--- config.mk ---
export PLATFORM = sky130hd
export DESIGN_NAME = fetch_pc_unit
export DESIGN_NICKNAME = d
export VERILOG_FILES = /design/src/rtl/fetch_pc_unit.sv
export SDC_FILE = /design/constraint.sdc
export NUM_CORES = 1
export LEC_CHECK = 0
export CAP_MARGIN = 5
export CELL_PAD_IN_SITES_DETAIL_PLACEMENT = 0
export CELL_PAD_IN_SITES_GLOBAL_PLACEMENT = 1
export CORE_MARGIN = 8
export CORE_UTILIZATION = 50
export CTS_BUF_LIST = sky130_fd_sc_hd__clkbuf_8
export DETAILED_ROUTE_END_ITERATION = 10
export DONT_BUFFER_PORTS = 1
export PLACE_DENSITY_LB_ADDON = 0.15
export REMOVE_ABC_BUFFERS = 1
export SLEW_MARGIN = 20
export SYNTH_ARGS = -nofsm -noshare
export SYNTH_HDL_FRONTEND = slang
export SYNTH_SLANG_ARGS = --single-unit
--- constraint.sdc ---
create_clock -name clk -period 3.65 [get_ports clk]
set_clock_uncertainty 0.2 [all_clocks]
set_input_delay 0.365 -clock clk [delete_from_list [all_inputs] [get_ports clk]]
set_output_delay 0.365 -clock clk [all_outputs]
set_load 0.02 [all_outputs]
--- src/rtl/fetch_pc_unit.sv ---
// IF-stage program counter with ID branch redirect, delay-slot handling and exception flush.
// Optional misaligned-fetch detection (adel_flag output) is enabled by defining FETCH_ALIGN_CHECK_EN.
module fetch_pc_unit #(
  parameter int ADDR_WIDTH = 32,
  parameter logic [ADDR_WIDTH-1:0] RESET_PC = 32'hBFC00000
) (
  input  logic                  clk,
  input  logic                  rst,
  input  logic                  stall_if,
  input  logic                  flush,
  input  logic [ADDR_WIDTH-1:0] flush_pc,
  input  logic                  branch_flag,
  input  logic [ADDR_WIDTH-1:0] branch_addr,
  output logic                  rom_en,
  output logic [ADDR_WIDTH-1:0] rom_addr,
  input  logic                  rom_ready,
  output logic [ADDR_WIDTH-1:0] pc_out,
  output logic                  pc_valid,
`ifdef FETCH_ALIGN_CHECK_EN
  output logic                  adel_flag,
`endif
  output logic                  redirect_pending
);

  localparam logic [1:0] S_IDLE  = 2'd0;
  localparam logic [1:0] S_FETCH = 2'd1;
  localparam logic [1:0] S_HOLD  = 2'd2;

  logic [1:0]            r_state;
  logic [ADDR_WIDTH-1:0] r_pc;
  logic [ADDR_WIDTH-1:0] r_pc_out;
  logic                  r_pc_valid;
  logic                  r_pending;
  logic [ADDR_WIDTH-1:0] r_pend_addr;

  logic                  w_fetching;
  logic                  w_trap;
  logic                  w_complete;
  logic                  w_advance;
  logic [ADDR_WIDTH-1:0] w_next_pc;

  assign w_fetching = (r_state == S_FETCH);

`ifdef FETCH_ALIGN_CHECK_EN
  logic r_adel;

  // A misaligned pc never reaches memory; it "completes" on the next unstalled edge and parks in HOLD.
  assign w_trap     = (r_pc[1:0] != 2'b00);
  assign rom_en     = w_fetching && !w_trap;
  assign w_complete = w_fetching && (w_trap ? !stall_if : rom_ready);
  assign adel_flag  = r_adel;
`else
  assign w_trap     = 1'b0;
  assign rom_en     = w_fetching;
  assign w_complete = w_fetching && rom_ready;
`endif

  assign w_advance = (w_complete && !stall_if && !w_trap) ||
                     ((r_state == S_HOLD) && !stall_if);

  // A live branch in ID beats an older latched target, which beats sequential fetch.
  assign w_next_pc = branch_flag ? branch_addr :
                     r_pending   ? r_pend_addr :
                                   r_pc + ADDR_WIDTH'(4);

  assign rom_addr         = r_pc;
  assign pc_out           = r_pc_out;
  assign pc_valid         = r_pc_valid;
  assign redirect_pending = r_pending;

  always_ff @(posedge clk or posedge rst) begin
    if (rst) begin
      r_state     <= S_IDLE;
      r_pc        <= RESET_PC;
      r_pc_out    <= '0;
      r_pc_valid  <= 1'b0;
      r_pending   <= 1'b0;
      r_pend_addr <= '0;
    end else if (flush) begin
      r_state    <= S_FETCH;
      r_pc       <= flush_pc;
      r_pc_valid <= 1'b0;
      r_pending  <= 1'b0;
    end else begin
      case (r_state)
        S_IDLE: r_state <= S_FETCH;
        S_FETCH: begin
          if (w_complete) begin
            r_pc_out   <= r_pc;
            r_pc_valid <= 1'b1;
            if (stall_if || w_trap) r_state <= S_HOLD;
            else                    r_pc    <= w_next_pc;
          end else if (!stall_if) begin
            r_pc_valid <= 1'b0;
          end
        end
        S_HOLD: begin
          if (!stall_if) begin
            r_pc       <= w_next_pc;
            r_pc_valid <= 1'b0;
            r_state    <= S_FETCH;
          end
        end
        default: r_state <= S_IDLE;
      endcase

      // The delay slot is already in flight when the branch shows up, so the target waits for the next advance.
      if (w_advance) begin
        r_pending <= 1'b0;
      end else if (branch_flag) begin
        r_pending   <= 1'b1;
        r_pend_addr <= branch_addr;
      end
    end
  end

`ifdef FETCH_ALIGN_CHECK_EN
  always_ff @(posedge clk or posedge rst) begin
    if (rst)                    r_adel <= 1'b0;
    else if (flush)             r_adel <= 1'b0;
    else if (w_complete && w_trap) r_adel <= 1'b1;
    else if (w_advance)         r_adel <= 1'b0;
  end
`endif

endmodule

Word-level counts from Yosys, hierarchy flattened

Index checks and enable logic that the tools add are counted.
W data, S select, Z words.

Register bits after elaboration: 100
Input port bits: 70

$add $sub $neg: 1
Equality and inequality tests: 5
Muxes and demuxes: 18
Bitwise logic cells: 2
Reductions and logical operators: 12

Operators by type and width:

| kind                    | number |
|---|---|
| $mux W32                | 5 |
| $pmux W32 S2            | 1 |
| $add A32 B3 Y32 const B | 1 |
| $reduce_and A3 Y1       | 3 |
| $mux W2                 | 4 |
| $mux W1                 | 6 |
| $ne A3 B3 Y1 const B    | 2 |
| $pmux W2 S3             | 1 |
| $reduce_bool A3 Y1      | 2 |
| $logic_and A1 B1 Y1     | 3 |
| $ne A3 B2 Y1 const B    | 1 |
| $eq A2 B1 Y1 const B    | 1 |
| $eq A2 B2 Y1 const B    | 1 |
| $logic_not A2 Y1        | 1 |
| $not A1 Y1              | 2 |
| $pmux W1 S2             | 1 |
| $reduce_and A2 Y1       | 1 |
| $logic_not A1 Y1        | 1 |
| $logic_or A1 B1 Y1      | 1 |

Longest topological paths before layout

Depth in word-level cells: 7
Depth in mapped cells: 8

Worst setup path after synthesis

OpenSTA, ideal clock, no wires.

Path type: reg2reg
Start: reg r_pc[2] (netlist: rom_addr[2])
End: reg r_pc[22] (netlist: rom_addr[22])
Setup time: 0.098 ns
Arrival time: 2.042 ns
Setup slack: 1.310 ns
Stages on the path, launching flop included: 7
Cells stage by stage: dfrtp_1 > ha_1 > and3_2 > nand3_2 > or3_4 > o31a_1 > o311ai_1

Cells in the longest elaborated chain, start to end: 7

RTL lines:

| element                | line   | text |
|---|---|---|
| start, declared        | 30     | `logic [ADDR_WIDTH-1:0] r_pc;` |
| start signal, assigned | 81     | `r_pc <= flush_pc;` |
| start signal, assigned | 92     | `else r_pc <= w_next_pc;` |
| start signal, assigned | 99     | `r_pc <= w_next_pc;` |
| $add A32 B3 Y32 *      | 64     | `r_pc + ADDR_WIDTH'(4);` |
| $mux W32 *             | 63     | `r_pending ? r_pend_addr :` |
| $mux W32 *             | 62     | `assign w_next_pc = branch_flag ? branch_addr :` |
| $mux W32 *             | 91, 98 |  |
| $mux W32               | 88     | `if (w_complete) begin` |
| $pmux W32 S2 *         | 85     | `case (r_state)` |
| $mux W32 *             | 79     | `end else if (flush) begin` |

Every way passes the cells marked *; elsewhere a longest branch is shown, timed or not. The select of a mux whose other input is x is not followed.
A chain may end at the register's enable or synchronous reset.

Worst setup path in the final report

Start: reg r_pc[2] (netlist: rom_addr[2])
End: reg r_pc[28] (netlist: rom_addr[28])

The elaborated chain is that of the path after synthesis.

==> impl_metrics.py <==
metrics = {
    "power": {
        "vdd_drop_max_uv": 271,
        "power_density_nw_per_um2": 473,
        "p_leak_nw": 2.49,
    },
    "setup_path": {
        "crit_start": "rom_addr[2]$_DFFE_PP0P_",
        "cp_max_fo": 8,
        "slowest_delay_ps": 740,
        "r2r_start": "rom_addr[2]$_DFFE_PP0P_",
        "cp_slowest_cell": "nor4_2",
        "worstPathArrival_ps": 2810,
        "critPathKind": "reg2reg",
        "r2r_slack_ps": 940,
        "worstReg2RegEnd": "rom_addr[28]$_DFFE_PP1P_",
        "end_kind": "register",
        "worstPathCellList": "ha_1 > nand3_1 > nor4_2 > and3_1 > nor3_1 > a211o_1",
        "cp-start-kind": "register",
        "worstPathRequired_ps": 3750,
        "reg2reg_depth": 6,
    },
    "floorplan": {
        "pin_count": 137,
        "core_um2": 10700,
        "start_util_pct": 50.3,
        "die_h_um": 120,
        "core.rowCount": 38,
        "die_w_um": 120,
        "fp.dieArea_um2": 14300,
    },
    "synth": {
        "async_reset_ff_share_pct": 100,
        "synth_warnings": 0,
        "synth_cells": 521,
        "ys.flop_type": "dfrtp_1",
        "synth_top_area_cell": "dfrtp_1",
        "ys_seq_area_share_pct": 46.9,
        "ys_types": 67,
        "synth-edff-count": 0,
        "synth_top_area_share_pct": 42.5,
        "synth-seq-cells": 100,
        "syn-mean-instance-area_um2": 10.3,
        "netlist_area_um2": 5360,
        "synth.area.top_cells": "dfrtp_1, mux2_2, o21ai_0",
    },
    "worst_hold_path": {
        "hold_path_class": "in2reg",
        "holdPathStages": 3,
        "holdPathEnd": "rom_addr[31]$_DFFE_PP1P_",
        "min_from": "flush_pc[31]",
    },
    "place": {
        "gp_congestion": 0.796,
        "port_buffers": 0,
        "placed_area_um2": 5480,
        "post-dp-hpwl_um": 10700,
    },
    "drt": {
        "drtAntennaViolNets": 0,
        "drtIter0Drc": 334,
        "first_pass_iters": 4,
        "drc": 0,
        "vias_per_cell": 6.38,
        "routed_wl_um": 16900,
        "dr_total_vias": 4555,
        "wl_per_cell_um": 23.7,
    },
    "clocking": {
        "cts-root-buf": "clkbuf_8",
        "clk_latency_ps": 370,
        "cts_max_level": 3,
        "clockBufferDepth": 2,
        "numCtsBuffers": 9,
        "clk_pin_slew_worst_paths_ps": 100,
        "cts-resized-gates": 0,
        "cts_sinks": 100,
        "tritoncts": "done",
    },
    "cells_and_area": {
        "nNetsFinal": 640,
        "syn_to_final_growth_pct": 18.3,
        "fin_util_pct": 59.5,
        "final_area_um2": 6340,
        "n_antenna_cell": 0,
        "drive_above_1_share_pct": 19.7,
    },
    "global_route": {
        "grt_pass1_vias": 4790,
        "overflow": 0,
        "antenna_found_initial": 0,
        "grt_pass1_wl_um": 27000,
        "grt_use_total_pct": 23.7,
        "grt_max_degree": 47,
    },
    "job": {
        "drv.max_cap_violation_count": 0,
    },
    "sta": {
        "finalCriticalPeriod_ps": 2710,
        "finalMaxSlewViolations": 0,
        "rsz0062_at_grt": "false",
        "hold_ws_ps": 38.5,
        "setup-violations-final": 0,
        "fmax_ghz": 0.369,
        "worst_slew_margin_rel_pct": 43.1,
        "finalHoldViolations": 0,
        "worst_pin_slew_ps": 854,
        "setup-tns-final_ps": 0,
        "finalCritPeriodShare_pct": 74.2,
    },
    "status": {
        "status": "finished, final reports clean",
    },
}
report_power, final:
group          switching [mW]  leakage, nW  internal (mW)
Sequential              0.405         1.18           1.33
Clock                   0.385        0.113          0.347
Combinational           0.239         1.20          0.293
registers in the layout, summed over array words and instances, names as in the netlist:
register,cells
pc_out,32
pc_valid,1
r_pend_addr,32
r_state,2
redirect_pending,1
rom_addr,32
through the flow:
step                      instances  total power, mW  worst slack (ps)
after detailed placement        633             2.22               981
after CTS                       714             3.01               966
final                           714             3.00               942
after global routing            714             3.14               838
after global placement          633             2.19              1040
after floorplan                 482             2.05               481
cells by family (layout without fill, tap and decap cells):
logic type      count (synthesis)  in the layout  synth area share (%)
flops                         100            100                  46.9
xor+xnor                        6              6                 0.981
buf+inv                        51            104                  3.76
mux                            69             69                  14.4
fa+ha+maj                       1              1                 0.233
compound gates                159            159                  19.8
simple gates                  135            135                  13.9
area by class of cell:
type	count	area [µm²]
Fill cell	937	4310
Sequential cell	100	2510
Timing Repair Buffer	76	756
Clock inverter	5	46.3
Tap cell	140	175
Multi-Input combinational cell	370	2650
Inverter	12	47.5
Clock buffer	11	151
per-layer routing:
layer	up-vias	GRT usage (%)	wire length [µm]
met2	174	38.8	8240
li1	2061	-	-
met1	2305	30.7	7210
met4	0	6.64	172
met3	15	5.82	1300
met5	-	0	0
cell usage in the layout, fill, tap and decap left out, types with 8 or more instances in the layout:
master	instances
mux2_2	63
clkbuf_8	11
nand3_1	12
a221oi_1	10
dfstp_2	9
buf_4	10
a21oi_1	27
nor2_1	18
o21ai_0	48
nand2_1	46
nand4_1	8
dlygate4sd3_1	64
nor3_1	8
inv_1	13
dfrtp_1	91
worst max-delay path by stage:
stage,endpoint,slack [ps]
2_1_floorplan,pc_out[0]$_DFFE_PP0P_,480
3_3_place_gp,rom_addr[28]$_DFFE_PP1P_,1040
3_5_place_dp,rom_addr[28]$_DFFE_PP1P_,980
4_1_cts,rom_addr[28]$_DFFE_PP1P_,970
5_1_grt,rom_addr[28]$_DFFE_PP1P_,840
6_report,rom_addr[28]$_DFFE_PP1P_,940
cell usage after synthesis (all sizes together) (4+ instances only):
master / n
dfrtp: 91
mux2: 64
o21ai: 50
nand2: 46
a21oi: 28
clkbuf: 27
nor2: 18
nand3: 13
buf: 12
inv: 11
a221oi: 10
and3: 10
nand4: 10
dfstp: 9
nor3: 9
a31oi: 7
o31a: 7
a22oi: 6
o211ai: 6
a211oi: 5
mux2i: 5
nor2b: 5
a221o: 4
and4: 4
nand2b: 4
nor4: 4
o311ai: 4
o31ai: 4
or4: 4
critical path, delay by kind of cell (launching register included):
kind | cells | cell delay [ps]
DFF | 1 | 630
adders and majority gates | 1 | 280
and+or+nand+nor | 4 | 1240
AOI/OAI and AO/OA | 1 | 290
repair_timing:
action | CTS | global route
endpoints found under the setup margin | 0 | 0
hold buffers | 65 | 0
hold endpoints to repair | 98 | 0
buffers inserted | 0 | 0
(Power assumes the default switching activity.)
